`config.mk`:
```
export PLATFORM = sky130hd
export DESIGN_NAME = mem_arbiter
export DESIGN_NICKNAME = d
export VERILOG_FILES = /design/src/rtl/mem_arb_pkg.sv /design/src/rtl/mem_arb_pick.sv /design/src/rtl/mem_arbiter.sv
export SDC_FILE = /design/constraint.sdc
export NUM_CORES = 1
export LEC_CHECK = 0
export CORE_MARGIN = 5
export CORE_UTILIZATION = 44
export DETAILED_ROUTE_END_ITERATION = 7
export PLACE_DENSITY = 0.83
export SYNTH_ARGS = -nofsm -noshare
export SYNTH_HDL_FRONTEND = slang
export SYNTH_SLANG_ARGS = --single-unit
```
`constraint.sdc`:
```
create_clock -name clk_i -period 2.55 [get_ports clk_i]
set_clock_uncertainty 0.05 [all_clocks]
set_input_delay 0.51 -clock clk_i [delete_from_list [all_inputs] [get_ports clk_i]]
set_output_delay 0.51 -clock clk_i [all_outputs]
set_load 0.05 [all_outputs]
```
`src/rtl/mem_arb_pkg.sv`:
```
// Shared types and default widths for the instruction/data memory arbiter.
package mem_arb_pkg;

    localparam int ADDR_W_DEF       = 32;
    localparam int DATA_W_DEF       = 32;
    localparam int MAX_D_STREAK_DEF = 4;

    typedef enum logic [1:0] {
        IDLE,
        BUSY_I,
        BUSY_D,
        RESP
    } arb_state_t;

    typedef enum logic {
        OWN_I,
        OWN_D
    } arb_owner_t;

endpackage

```
`src/rtl/mem_arb_pick.sv`:
```
// Priority decision: data wins unless it has starved a pending fetch too long.
module mem_arb_pick
    import mem_arb_pkg::*;
#(
    parameter int MAX_D_STREAK = MAX_D_STREAK_DEF,
    parameter int SW           = $clog2(MAX_D_STREAK + 1)
) (
    input  logic          if_req_i,
    input  logic          d_req_i,
    input  logic [SW-1:0] d_streak_i,
    output logic          grant_o,
    output arb_owner_t    owner_o
);

    logic w_d_capped;

    always_comb begin
        w_d_capped = if_req_i && (d_streak_i == SW'(MAX_D_STREAK));
        grant_o    = if_req_i | d_req_i;
        owner_o    = OWN_I;
        if (d_req_i && !w_d_capped) begin
            owner_o = OWN_D;
        end
    end

endmodule

```
`src/rtl/mem_arbiter.sv`:
```
// Shares one variable-latency memory between the fetch and data ports.
module mem_arbiter
    import mem_arb_pkg::*;
#(
    parameter int ADDR_W       = ADDR_W_DEF,
    parameter int DATA_W       = DATA_W_DEF,
    parameter int MAX_D_STREAK = MAX_D_STREAK_DEF
) (
    input  logic              clk_i,
    input  logic              rst_i,
    input  logic              if_req_i,
    input  logic [ADDR_W-1:0] if_addr_i,
    output logic [DATA_W-1:0] if_rdata_o,
    output logic              if_ack_o,
    output logic              if_stall_o,
    input  logic              d_req_i,
    input  logic              d_we_i,
    input  logic [ADDR_W-1:0] d_addr_i,
    input  logic [DATA_W-1:0] d_wdata_i,
    output logic [DATA_W-1:0] d_rdata_o,
    output logic              d_ack_o,
    output logic              d_stall_o,
    output logic              mem_req_o,
    output logic              mem_we_o,
    output logic [ADDR_W-1:0] mem_addr_o,
    output logic [DATA_W-1:0] mem_wdata_o,
    input  logic [DATA_W-1:0] mem_rdata_i,
    input  logic              mem_ack_i
);

    localparam int SW = $clog2(MAX_D_STREAK + 1);

    arb_state_t        r_state;
    arb_state_t        w_next;
    arb_owner_t        r_owner;
    arb_owner_t        w_owner;
    logic              w_grant;
    logic              w_busy;
    logic [SW-1:0]     r_streak;
    logic              r_mem_req;
    logic              r_mem_we;
    logic [ADDR_W-1:0] r_mem_addr;
    logic [DATA_W-1:0] r_mem_wdata;
    logic [DATA_W-1:0] r_if_rdata;
    logic [DATA_W-1:0] r_d_rdata;

    mem_arb_pick #(
        .MAX_D_STREAK (MAX_D_STREAK),
        .SW           (SW)
    ) u_pick (
        .if_req_i   (if_req_i),
        .d_req_i    (d_req_i),
        .d_streak_i (r_streak),
        .grant_o    (w_grant),
        .owner_o    (w_owner)
    );

    assign w_busy = (r_state == BUSY_I) || (r_state == BUSY_D);

    always_comb begin
        w_next = r_state;
        unique case (r_state)
            IDLE: begin
                if (w_grant) begin
                    w_next = (w_owner == OWN_D) ? BUSY_D : BUSY_I;
                end
            end
            BUSY_I, BUSY_D: begin
                if (mem_ack_i) begin
                    w_next = RESP;
                end
            end
            RESP:    w_next = IDLE;
            default: w_next = IDLE;
        endcase
    end

    always_ff @(posedge clk_i) begin
        if (rst_i) begin
            r_state     <= IDLE;
            r_owner     <= OWN_I;
            r_streak    <= '0;
            r_mem_req   <= 1'b0;
            r_mem_we    <= 1'b0;
            r_mem_addr  <= '0;
            r_mem_wdata <= '0;
            r_if_rdata  <= '0;
            r_d_rdata   <= '0;
        end else begin
            r_state <= w_next;
            if (r_state == IDLE && w_grant) begin
                r_owner   <= w_owner;
                r_mem_req <= 1'b1;
                if (w_owner == OWN_D) begin
                    r_mem_addr  <= d_addr_i;
                    r_mem_we    <= d_we_i;
                    r_mem_wdata <= d_wdata_i;
                    // Streak only grows while a fetch is actually waiting.
                    if (!if_req_i) begin
                        r_streak <= '0;
                    end else if (r_streak != SW'(MAX_D_STREAK)) begin
                        r_streak <= r_streak + 1'b1;
                    end
                end else begin
                    r_mem_addr <= if_addr_i;
                    r_mem_we   <= 1'b0;
                    r_streak   <= '0;
                end
            end
            if (w_busy && mem_ack_i) begin
                r_mem_req <= 1'b0;
                if (r_state == BUSY_I) begin
                    r_if_rdata <= mem_rdata_i;
                end else if (!r_mem_we) begin
                    r_d_rdata <= mem_rdata_i;
                end
            end
        end
    end

    assign if_ack_o    = (r_state == RESP) && (r_owner == OWN_I);
    assign d_ack_o     = (r_state == RESP) && (r_owner == OWN_D);
    assign if_stall_o  = if_req_i & ~if_ack_o;
    assign d_stall_o   = d_req_i & ~d_ack_o;
    assign if_rdata_o  = r_if_rdata;
    assign d_rdata_o   = r_d_rdata;
    assign mem_req_o   = r_mem_req;
    assign mem_we_o    = r_mem_we;
    assign mem_addr_o  = r_mem_addr;
    assign mem_wdata_o = r_mem_wdata;

endmodule

```
==> summary.md, run 1 <==
| Metric | Value |
|---|---|
| Fmax | `approximately 440 MHz` |
| Wire length reported by the detailed router | `18200 um` |
| Number of global-route vias before repair | `5515` |
| Gr usage total | `24.1%` |
| Number of rows in the core area | `40` |
| Share of the yosys chip area belonging to registers | `50.0%` |
| Clock latency reported for the late side of the worst-skew pair | `0.41 ns` |
| Clock Sinks | `around 140` |
| Net Sw Frac | `41.2%` |
| Layout overhead on the synthesized area | `60.0%` |
| Cell type contributing the most total cell area after synthesis | `sky130_fd_sc_hd__dfxtp_1` |
| Total count of hold-check failures in the final report | `0` |
| Horizontal die dimension | `121 um` |
| Cell variety after synth | `34` |
| Worst-path maximum fanout | `4` |
| Cells along the critical path | `ha_1 > nor2b_1 > dlygate4sd2_1` |
| Peak supply drop | `700 uV` |
| Required time at the worst-slack endpoint | `1.99 ns` |
| Clock share of power | `about a quarter` |
| Number of warning messages in the yosys log | `0` |
| Initial Utilization | `45.1%` |
| Period utilization | `89.5%` |
| Maximum level of the CTS H-tree | `4` |
| Clock-pin slew reported for the worst setup and hold paths after clock tree synthesis | `0.05 ns` |
| CTS hold repair buffers | `0` |
| Routed wirelength normalized by instance count | `16.6 um` |
| Static Leakage | `3.10 nW` |
| CP Launch Type | `flip-flop` |
| Gate power share | `~45%` |
| Number of violations of the max-capacitance limit | `0` |
| Post-DRT Antenna Nets | `0` |
| Core area | `12100 um^2` |
| Number of design rule violations left after detail routing | `0` |
| Count of flip-flops with a built-in enable after synthesis | `0` |
| Wire length of the first global-routing pass | `between 20000 and 30000 um` |
| I/O Pins | `268` |
| Internal power consumption | `approximately 5.2 mW` |
| Maximum clock path buffer count | `2` |
| TritonCTS clock tree | `yes` |
| Transition at the pin with the smallest max-transition slack | `0.588 ns` |
| Overall Power | `~8.9 mW` |
| Post-synthesis net count | `814` |
| Commonest cells post-synth | `136 x sky130_fd_sc_hd__dfxtp_1, 136 x sky130_fd_sc_hd__nand2_1, 101 x sky130_fd_sc_hd__a21oi_1` |
| Vias per inst | `5.23` |
| Cell count after synthesis | `675` |
| Clock root cell | `sky130_fd_sc_hd__clkbuf_16` |
| Worst setup EP type | `output pin` |
| Per-instance average area after synthesis | `8.06 um^2` |
| Flip-flop and latch count after synthesis | `roughly 140` |
| Fraction of post-synthesis cell area in the top cell type by area | `50.0%` |
| Clock buffer count from CTS | `17` |
| GRT Residual Overflow | `0` |
| Delay of the slowest critical-path stage | `~0.58 ns` |
| Largest net degree at the start of global routing | `53` |
| Final setup slack of the worst path | `0.267 ns` |
| First DRT Iteration DRCs | `474` |
| Pre-CTS setup slack | `about 0.30 ns` |
| Endpoints failing setup | `0` |
| Net load switching power | `~3.7 mW` |
| Setup repair after global routing missed its margin | `false` |
| Net count, final | `1053` |
| Setup Total Neg Slack | `0 ns` |
| Outcome | `complete, no violations` |
| HPWL after detailed placement | `12700 um` |
| Number of antenna violations at the first check in global routing | `1` |
| Proportion of synthesized flip-flops having asynchronous set or reset | `0%` |
| PortBufs | `267` |
| Hold_ws | `0.403 ns` |
| Total count of max-transition violations in the final report | `0` |
| Reg power frac | `31.3%` |
| Via count | `5719` |
| Iteration count of the initial detailed-routing pass | `4` |
| Data arrival time of the critical path | `1.72 ns` |
| Netlist Area Pre-Place | `5440 um^2` |
| Final weighted congestion in routability-driven placement | `0.837` |
| Hold crit path type | `flip-flop to flip-flop` |
| Clock period minus final worst setup slack | `2.28 ns` |
| Dominant synthesized flop cell | `sky130_fd_sc_hd__dfxtp_1` |
| Dominant cells by area after synthesis | `sky130_fd_sc_hd__dfxtp_1 50%, sky130_fd_sc_hd__nand2_1 9.4%, sky130_fd_sc_hd__a21oi_1 9.3%` |
| Library cell contributing the largest single delay on the critical path | `sky130_fd_sc_hd__dlygate4sd2_1` |
| PwrDens | `1020 nW/um^2` |
| Die Span Y | `about 120 um` |
| Ratio of cells with drive above 1 in the final layout | `under 10%` |
| Crit path kind | `flip-flop to output pin` |
| Area of the die | `between 10000 and 15000 um^2` |
| Max_slew headroom | `between 60% and 70%` |
## final timing paths
path                                    start               to  slack [ns]  cells past startpoint
worst max-delay path               r_state[0]         if_ack_o        0.27                      3
worst min-delay path            d_rdata_o[16]    d_rdata_o[16]        0.40                      2
worst max register to register    r_streak[0]  mem_wdata_o[30]        0.67                      6
worst min register to register  d_rdata_o[16]    d_rdata_o[16]        0.40                      2
## stage by stage
step / utilization [%] / std cells / instance area [um^2]
after floorplan: - / 675 / 5440
after global placement: 68.0 / 1063 / 8200
after detailed placement: 68.0 / 1063 / 8200
after CTS: 72.2 / 1093 / 8700
after global routing: 72.2 / 1094 / 8710
final: 72.2 / 1094 / 8710
## flip-flops by register name, summed over array words and instances, names as in the netlist
name and cells:
mem_we_o 1, mem_wdata_o 32, r_state 2, mem_req_o 1
d_rdata_o 32, r_owner 1, mem_addr_o 32, r_streak 3
if_rdata_o 32
## power by group through the flow
| stage | combinational [mW] | clock, mW | sequential (mW) |
|---|---|---|---|
| 3_5_place_dp | 3.98 | 0 | 2.82 |
| 5_1_grt | 4.21 | 2.28 | 2.84 |
| 3_3_place_gp | 3.93 | 0 | 2.81 |
| 4_1_cts | 3.99 | 2.18 | 2.78 |
| 2_1_floorplan | 1.22 | 0 | 4.23 |
| 6_report | 3.97 | 2.14 | 2.78 |
## per-layer routing
layer | track usage, % | part of all wire (%) | wire, um | vias up
li1 | - | - | - | 2821
met5 | 0 | 0 | 0 | -
met1 | 27.5 | 38 | 6920 | 2647
met3 | 7.65 | 8.5 | 1540 | 38
met2 | 41.2 | 51 | 9230 | 213
met4 | 10.9 | 2.9 | 520 | 0
## cell type report
type	count	area, um^2
Fill cell	946	3350
Timing Repair Buffer	287	2890
Sequential cell	136	2720
Multi-Input combinational cell	466	2350
Clock buffer	26	489
Tap cell	168	210
Inverter	6	22.5
Clock inverter	4	20.0
Antenna cell	1	2.50
## repair_timing
action	4_1_cts	5_1_grt
setup endpoints to repair	2	0
resized for setup	2	0
setup buffers	0	0
## cells in the final DEF, fill, tap and decap left out, types with 13 or more instances in the layout
master                              n
sky130_fd_sc_hd__a311oi_1          31
sky130_fd_sc_hd__buf_4             17
sky130_fd_sc_hd__nand3_1           65
sky130_fd_sc_hd__clkdlybuf4s50_1  262
sky130_fd_sc_hd__nor2_1            36
sky130_fd_sc_hd__a21oi_1          101
sky130_fd_sc_hd__clkbuf_16         17
sky130_fd_sc_hd__nand2_1          136
sky130_fd_sc_hd__dfxtp_1          136
sky130_fd_sc_hd__o21ai_1           13
sky130_fd_sc_hd__o21ai_0           54
## worst max-delay path, delay by kind of cell (launching register included)
| family | cells | cell delay, ns |
|---|---|---|
| fa+ha+maj | 1 | 0.19 |
| buf+inv | 1 | 0.58 |
| flops | 1 | 0.38 |
| simple gates | 1 | 0.17 |
## cells by family (layout without fill, tap and decap cells)
logic type      Yosys count  after routing  share of synthesized area (%)
other cells               0              1                              0
mux                       1              1                          0.184
fa+ha+maj                 5              5                           1.15
compound gates          208            208                           21.8
simple gates            252            252                           19.9
buf+inv                  73            323                           6.87
flops                   136            136                           50.0
Power figures use the tool's default switching activity.
==> inputs of run 2 (changes only) <==
Settings changed: CORE_UTILIZATION 44 to 30, PLACE_DENSITY 0.83 to 0.6.
==> run 2 against run 1 <==
  * Flip-flop and latch count unchanged
  * Register-to-register slack better by 0.09 ns
  * Highest routed layer unchanged
  * Wire length rose by 4.7%
  * Sequential share of layout area decreased by 0.68 points
  * Critical endpoint is now d_ack_o
  * Fmax grew 1.0%
  * Power grew 4.7%
  * Critical path depth stayed put
  * Worst hold slack got worse by 0.0020 ns
  * Largest cell class unchanged
  * Global-route usage fell by 6.6 points
==> summary.md, run 2 (synthesis gave the netlist of run 1 again) <==
| Metric | Value |
|---|---|
| Outcome | `complete, no violations (unchanged)` |
| Hold_ws | `0.401 ns (was 0.403 ns)` |
| Layout overhead on the synthesized area | `63.5% (was 60.0%)` |
| Gate power share | `43.0% (was 44.6%)` |
| CP Launch Type | `flip-flop (unchanged)` |
| PwrDens | `1050 nW/um^2 (was 1020 nW/um^2)` |
| Ratio of cells with drive above 1 in the final layout | `6.37% (was 5.62%)` |
| Number of violations of the max-capacitance limit | `0 (unchanged)` |
| Clock buffer count from CTS | `17 (unchanged)` |
| PortBufs | `267 (unchanged)` |
| Max_slew headroom | `61.3% (was 60.7%)` |
| Post-DRT Antenna Nets | `0 (unchanged)` |
| CTS hold repair buffers | `0 (unchanged)` |
| Peak supply drop | `580 uV (was 700 uV)` |
| GRT Residual Overflow | `0 (unchanged)` |
| Worst setup EP type | `output pin (unchanged)` |
| Required time at the worst-slack endpoint | `1.99 ns (about the same)` |
| Footprint of the multi-input gates | `2350 um^2 (unchanged)` |
| Net Sw Frac | `40.6% (was 41.2%)` |
| Core area | `17900 um^2 (was 12100 um^2)` |
| Delay of the slowest critical-path stage | `0.54 ns (was 0.58 ns)` |
| Clock latency reported for the late side of the worst-skew pair | `0.41 ns (about the same)` |
| TritonCTS clock tree | `yes (unchanged)` |
| Setup repair after global routing missed its margin | `false (unchanged)` |
| Number of global-route vias before repair | `5386 (was 5515)` |
| Clock period minus final worst setup slack | `2.26 ns (was 2.28 ns)` |
| Wire length reported by the detailed router | `19100 um (was 18200 um)` |
| Clock Sinks | `136 (unchanged)` |
| Most common cell after layout, fill and taps aside | `sky130_fd_sc_hd__clkdlybuf4s50_1 (unchanged)` |
| Vias per inst | `4.79 (was 5.23)` |
| Setup Total Neg Slack | `0 ns (unchanged)` |
| CP top delay family | `buffers and inverters (unchanged)` |
| Wire length of the first global-routing pass | `28900 um (was 28200 um)` |
| Fmax | `443 MHz (was 438 MHz)` |
| Number of design rule violations left after detail routing | `0 (unchanged)` |
| Via count | `5542 (was 5719)` |
| Period utilization | `88.6% (was 89.5%)` |
| Highest-count cells in the layout ignoring fill and taps | `262 x sky130_fd_sc_hd__clkdlybuf4s50_1, 136 x sky130_fd_sc_hd__nand2_1, 136 x sky130_fd_sc_hd__dfxtp_1, 101 x sky130_fd_sc_hd__a21oi_1, 65 x sky130_fd_sc_hd__nand3_1 (unchanged)` |
| Cells along the critical path | `ha_1 > and2_1 > dlygate4sd2_1 (was ha_1 > nor2b_1 > dlygate4sd2_1)` |
| Crit path buf inv count | `1 (unchanged)` |
| Iteration count of the initial detailed-routing pass | `4 (unchanged)` |
| HPWL after detailed placement | `12900 um (was 12700 um)` |
| Clock share of power | `27.2% (was 24.1%)` |
| Maximum clock path buffer count | `2 (unchanged)` |
| Worst-path maximum fanout | `4 (unchanged)` |
| Routed wirelength normalized by instance count | `16.5 um (was 16.6 um)` |
| Depth of the most critical reg-to-reg path | `6 (unchanged)` |
| Total count of hold-check failures in the final report | `0 (unchanged)` |
| Gr usage total | `17.5% (was 24.1%)` |
| Total count of max-transition violations in the final report | `0 (unchanged)` |
| Clock-pin slew reported for the worst setup and hold paths after clock tree synthesis | `0.06 ns (was 0.05 ns)` |
| Transition at the pin with the smallest max-transition slack | `0.578 ns (was 0.588 ns)` |
| Sequential cell area in the final layout | `2720 um^2 (unchanged)` |
| Maximum level of the CTS H-tree | `4 (unchanged)` |
| Net count, final | `1052 (was 1053)` |
| Largest net degree at the start of global routing | `66 (was 53)` |
| Worst hold stages | `2 (unchanged)` |
| I/O Pins | `268 (unchanged)` |
| Filler cell count in the final layout | `1761 (was 946)` |
| Horizontal die dimension | `145 um (was 121 um)` |
| Final weighted congestion in routability-driven placement | `0.749 (was 0.837)` |
| Logic depth of the worst path, buffers included | `3 (unchanged)` |
| Reg power frac | `29.8% (was 31.3%)` |
| Library cell contributing the largest single delay on the critical path | `sky130_fd_sc_hd__dlygate4sd2_1 (unchanged)` |
| Net load switching power | `3.78 mW (was 3.66 mW)` |
| Hold crit path type | `flip-flop to flip-flop (unchanged)` |
| Data arrival time of the critical path | `1.70 ns (was 1.72 ns)` |
| Initial Utilization | `30.4% (was 45.1%)` |
| Clock root cell | `sky130_fd_sc_hd__clkbuf_16 (unchanged)` |
| Area of the die | `20900 um^2 (was 14700 um^2)` |
| Number of antenna violations at the first check in global routing | `0 (was 1)` |
| Die Span Y | `145 um (was 121 um)` |
| Static Leakage | `3.13 nW (was 3.10 nW)` |
| Crit path kind | `flip-flop to output pin (unchanged)` |
| Number of rows in the core area | `49 (was 40)` |
| First DRT Iteration DRCs | `313 (was 474)` |
| Internal power consumption | `5.52 mW (was 5.23 mW)` |
| Endpoints failing setup | `0 (unchanged)` |
==> run 2: changes by cell type in the layout (fill, tap and decap cells not counted), moves of 2 or more <==
cell,delta
sky130_fd_sc_hd__clkbuf_1,-5
sky130_fd_sc_hd__clkinv_2,-2
sky130_fd_sc_hd__clkinvlp_4,+3
sky130_fd_sc_hd__clkbuf_8,-2
sky130_fd_sc_hd__inv_6,+4
sky130_fd_sc_hd__buf_12,+2
sky130_fd_sc_hd__buf_4,-2
sky130_fd_sc_hd__bufinv_16,+3
==> run 2: layer usage <==
layer	share of wire [%]	up-vias	global-route usage, %
li1	-	2819	-
met1	42	2545	20.8
met2	48	149	29.2
met3	7.6	29	6.01
met4	2.4	0	6.82
met5	0	-	0
==> run 2: power groups by stage <==
stage | sequential, mW | clock [mW] | combinational [mW]
2_1_floorplan | 4.23 | 0 | 1.22
3_3_place_gp | 2.80 | 0 | 4.04
3_5_place_dp | 2.82 | 0 | 4.03
4_1_cts | 2.78 | 2.60 | 4.04
5_1_grt | 2.83 | 2.71 | 4.25
6_report | 2.77 | 2.53 | 4.00
==> run 2: cell type report <==
| class | instances | area share, % |
|---|---|---|
| Antenna cell | 1 | 0.0281 |
| Clock buffer | 19 | 4.98 |
| Clock inverter | 13 | 1.87 |
| Inverter | 6 | 0.253 |
| Multi-Input combinational cell | 466 | 26.4 |
| Sequential cell | 136 | 30.6 |
| Tap cell | 229 | 3.22 |
| Timing Repair Buffer | 286 | 32.6 |
==> run 2: worst paths after layout <==
path              slack, ns      startpoint              to
setup / recovery       0.29      r_state[0]         d_ack_o
hold / removal         0.40  if_rdata_o[13]  if_rdata_o[13]
setup reg to reg       0.76     r_streak[0]  mem_wdata_o[2]
hold reg to reg        0.40  if_rdata_o[13]  if_rdata_o[13]
==> run 2: worst reg2reg max path, stage by stage, from the launching register on <==
cell and delay, ns:
sky130_fd_sc_hd__dfxtp_1 0.32, sky130_fd_sc_hd__inv_1 0.07, sky130_fd_sc_hd__ha_1 0.26, sky130_fd_sc_hd__and3_4 0.36, sky130_fd_sc_hd__buf_4 0.34, sky130_fd_sc_hd__o21ai_0 0.15
sky130_fd_sc_hd__a21oi_1 0.16
==> run 2: stage by stage <==
stage / total power, mW / cell area [um^2] / setup slack, ns / std cells / util [%]
floorplan: 5.45 / 5440 / 0.287 / 675 / -
global placement: 6.84 / 8290 / 0.323 / 1123 / 46.3
detailed placement: 6.85 / 8290 / 0.304 / 1123 / 46.3
CTS: 9.42 / 8900 / 0.251 / 1155 / 49.7
global route: 9.79 / 8900 / 0.215 / 1155 / 49.7
finish: 9.30 / 8900 / 0.291 / 1156 / 49.7
==> run 2: what timing repair did <==
| action | in CTS | in global routing |
|---|---|---|
| endpoints found under the setup margin | 1 | 0 |
| gates resized for setup | 1 | 0 |
| buffers inserted | 0 | 0 |
==> inputs of run 3 (changes only) <==
Settings changed: ABC_AREA from default to 1, PLACE_DENSITY 0.6 to 0.58.
==> run 3 against run 2 <==
  * Sequential share of layout area down 1.4 points
  * Cell area is 4.8% higher
  * Global-route usage decreased by 0.32 points
  * Largest cell class unchanged
  * Critical endpoint unchanged
  * Highest routed layer unchanged
==> summary.md, run 3 <==
| Metric | Value |
|---|---|
| Outcome | `complete, no violations (unchanged)` |
| Flip-flop and latch count after synthesis | `136 (unchanged)` |
| Via count | `5750 (was 5542)` |
| Post-synthesis net count | `913 (was 814)` |
| CP Launch Type | `flip-flop (unchanged)` |
| GRT Residual Overflow | `0 (unchanged)` |
| Cell type contributing the most total cell area after synthesis | `sky130_fd_sc_hd__dfxtp_1 (unchanged)` |
| Setup Total Neg Slack | `0 ns (unchanged)` |
| Reg-to-reg endpoint | `if_rdata_o[6] (was mem_wdata_o[2])` |
| Depth of the most critical reg-to-reg path | `8 (was 6)` |
| Worst-path maximum fanout | `4 (unchanged)` |
| Most common cell after layout, fill and taps aside | `sky130_fd_sc_hd__clkdlybuf4s50_1 (unchanged)` |
| Net count, final | `1161 (was 1052)` |
| HPWL after detailed placement | `13600 um (was 12900 um)` |
| Filler cell count in the final layout | `1868 (was 1761)` |
| Startpoint of the most critical register-to-register path | `r_state[0] (was r_streak[0])` |
| First DRT Iteration DRCs | `181 (was 313)` |
| Horizontal die dimension | `149 um (was 145 um)` |
| Dominant cells by area after synthesis | `sky130_fd_sc_hd__dfxtp_1 47%, sky130_fd_sc_hd__nand3_1 9.5%, sky130_fd_sc_hd__nand2_1 9.2% (was sky130_fd_sc_hd__dfxtp_1 50%, sky130_fd_sc_hd__nand2_1 9.4%, sky130_fd_sc_hd__a21oi_1 9.3%)` |
| Footprint of the multi-input gates | `2550 um^2 (was 2350 um^2)` |
| Clock root cell | `sky130_fd_sc_hd__clkbuf_16 (unchanged)` |
| Ratio of cells with drive above 1 in the final layout | `10.0% (was 6.37%)` |
| Proportion of synthesized flip-flops having asynchronous set or reset | `0% (unchanged)` |
| TritonCTS clock tree | `yes (unchanged)` |
| Final weighted congestion in routability-driven placement | `0.773 (was 0.749)` |
| Hold crit path type | `flip-flop to flip-flop (unchanged)` |
| Gr usage total | `17.2% (was 17.5%)` |
| Wire length reported by the detailed router | `19200 um (was 19100 um)` |
| Per-instance average area after synthesis | `7.46 um^2 (was 8.06 um^2)` |
| Max_slew headroom | `61.6% (was 61.3%)` |
| Number of warning messages in the yosys log | `0 (unchanged)` |
| Routed wirelength normalized by instance count | `14.8 um (was 16.5 um)` |
| Number of violations of the max-capacitance limit | `0 (unchanged)` |
| Slack of the worst reg-to-reg path | `0.76 ns (about the same)` |
| Static Leakage | `3.77 nW (was 3.13 nW)` |
| Total count of hold-check failures in the final report | `0 (unchanged)` |
| Wire length of the first global-routing pass | `30300 um (was 28900 um)` |
| Cell variety after synth | `22 (was 34)` |
| Number of global-route vias before repair | `5576 (was 5386)` |
| Iteration count of the initial detailed-routing pass | `5 (was 4)` |
| Die Span Y | `149 um (was 145 um)` |
| Transition at the pin with the smallest max-transition slack | `0.575 ns (was 0.578 ns)` |
| Highest-count cells in the layout ignoring fill and taps | `262 x sky130_fd_sc_hd__clkdlybuf4s50_1, 142 x sky130_fd_sc_hd__nand2_1, 138 x sky130_fd_sc_hd__nor2_1, 136 x sky130_fd_sc_hd__dfxtp_1, 109 x sky130_fd_sc_hd__nand3_1 (was 262 x sky130_fd_sc_hd__clkdlybuf4s50_1, 136 x sky130_fd_sc_hd__nand2_1, 136 x sky130_fd_sc_hd__dfxtp_1, 101 x sky130_fd_sc_hd__a21oi_1, 65 x sky130_fd_sc_hd__nand3_1)` |
| Maximum level of the CTS H-tree | `4 (unchanged)` |
| Worst hold stages | `2 (unchanged)` |
| Vias per inst | `4.44 (was 4.79)` |
| Overall Power | `10.5 mW (was 9.30 mW)` |
| Data arrival time of the critical path | `1.72 ns (was 1.70 ns)` |
| Maximum clock path buffer count | `2 (unchanged)` |
| CTS hold repair buffers | `0 (unchanged)` |
| Total count of max-transition violations in the final report | `0 (unchanged)` |
| Sequential cell area in the final layout | `2720 um^2 (unchanged)` |
| Required time at the worst-slack endpoint | `1.99 ns (about the same)` |
| Worst hold endpoint | `if_rdata_o[5] (was if_rdata_o[13])` |
| PortBufs | `267 (unchanged)` |
| Fraction of post-synthesis cell area in the top cell type by area | `47.2% (was 50.0%)` |
| Initial Utilization | `30.6% (was 30.4%)` |
| Core area | `18800 um^2 (was 17900 um^2)` |
| Hold_ws | `0.409 ns (was 0.401 ns)` |
| Count of flip-flops with a built-in enable after synthesis | `0 (unchanged)` |
| Area of the die | `22100 um^2 (was 20900 um^2)` |
| Share of the yosys chip area belonging to registers | `47.2% (was 50.0%)` |
| Most frequent cell after synthesis | `sky130_fd_sc_hd__nand2_1` |
| Clock latency reported for the late side of the worst-skew pair | `0.41 ns (about the same)` |
| Largest net degree at the start of global routing | `49 (was 66)` |
| Layout overhead on the synthesized area | `61.6% (was 63.5%)` |
| Dominant synthesized flop cell | `sky130_fd_sc_hd__dfxtp_1 (unchanged)` |
| Setup repair after global routing missed its margin | `false (unchanged)` |
| Clock buffer count from CTS | `17 (unchanged)` |
| Period utilization | `89.3% (was 88.6%)` |
| Worst setup EP type | `output pin (unchanged)` |
| Number of antenna violations at the first check in global routing | `1 (was 0)` |
| Commonest cells post-synth | `142 x sky130_fd_sc_hd__nand2_1, 138 x sky130_fd_sc_hd__nor2_1, 136 x sky130_fd_sc_hd__dfxtp_1 (was 136 x sky130_fd_sc_hd__dfxtp_1, 136 x sky130_fd_sc_hd__nand2_1, 101 x sky130_fd_sc_hd__a21oi_1)` |
| Fmax | `439 MHz (was 443 MHz)` |
| Number of rows in the core area | `50 (was 49)` |
| Crit path kind | `flip-flop to output pin (unchanged)` |
| Clock Sinks | `136 (unchanged)` |
| Netlist Area Pre-Place | `5770 um^2 (was 5440 um^2)` |
| Endpoints failing setup | `0 (unchanged)` |
| PwrDens | `1120 nW/um^2 (was 1050 nW/um^2)` |
| Clock-pin slew reported for the worst setup and hold paths after clock tree synthesis | `0.06 ns (about the same)` |
| I/O Pins | `268 (unchanged)` |
| Clock period minus final worst setup slack | `2.28 ns (was 2.26 ns)` |
| Number of design rule violations left after detail routing | `0 (unchanged)` |
| Startpoint of the worst hold path | `if_rdata_o[5] (was if_rdata_o[13])` |
| Peak supply drop | `482 uV (was 580 uV)` |
| Post-DRT Antenna Nets | `0 (unchanged)` |
| Cell count after synthesis | `774 (was 675)` |
[run 3: per-layer routing]
metal / vias to the layer above / share of wire [%] / track usage (%)
li1: 2980 / - / -
met2: 194 / 45 / 26.7
met3: 19 / 9.1 / 7.16
met4: 0 / 1.9 / 5.59
met1: 2557 / 44 / 21.7
met5: - / 0 / 0
[run 3: power by group]
group          internal, mW  total, mW  switching (mW)
logic                  1.64       4.99            3.35
registers              2.66       2.92           0.258
clock network          1.57       2.59            1.02
[run 3: worst max path at each step]
stage	depth (start not counted)	from	slack, ns	endpoint
after detailed placement	6	d_req_i	0.31	mem_wdata_o[16]
final	4	r_state[0]	0.27	d_ack_o
after global placement	7	if_req_i	0.33	mem_wdata_o[15]
after floorplan	4	d_req_i	0.27	d_stall_o
after global routing	4	r_state[0]	0.16	d_ack_o
after CTS	4	r_state[0]	0.23	d_ack_o
[run 3: layout make-up]
type | instances | area share (%)
inverter | 51 | 2.05
multi-input combinational | 530 | 27.4
timing repair buffer | 286 | 31.3
clock buffer | 18 | 4.60
antenna | 1 | 0.0268
tap | 260 | 3.49
clock inverter | 14 | 2.00
sequential | 136 | 29.2
[run 3: per-stage QoR]
stage          worst slack (ns)  util (%)  area, um^2  instances
4_1_cts                   0.233      49.5        9320       1295
2_1_floorplan             0.270         -        5770        774
3_3_place_gp              0.333      46.3        8710       1263
3_5_place_dp              0.313      46.3        8710       1263
5_1_grt                   0.156      49.5        9330       1296
6_report                  0.273      49.5        9330       1296
[run 3: what timing repair did]
action | 4_1_cts | 5_1_grt
endpoints found under the hold margin | 0 | 0
endpoints found under the setup margin | 1 | 0
setup buffers | 0 | 0
resized for setup | 1 | 0
[run 3: critical path: stages, from the launching register on]
cell and delay (ns):
sky130_fd_sc_hd__dfxtp_1 0.37, sky130_fd_sc_hd__ha_1 0.19, sky130_fd_sc_hd__nand2_1 0.06, sky130_fd_sc_hd__inv_1 0.14
sky130_fd_sc_hd__dlygate4sd2_1 0.55
[run 3: logic make-up after synthesis]
kind of cell               after synthesis  share of synthesized area [%]
AOI/OAI and AO/OA                      109                           10.8
adders and majority gates                5                           1.08
buffers and inverters                  108                           8.59
DFF                                    136                           47.2
and+or+nand+nor                        416                           32.4
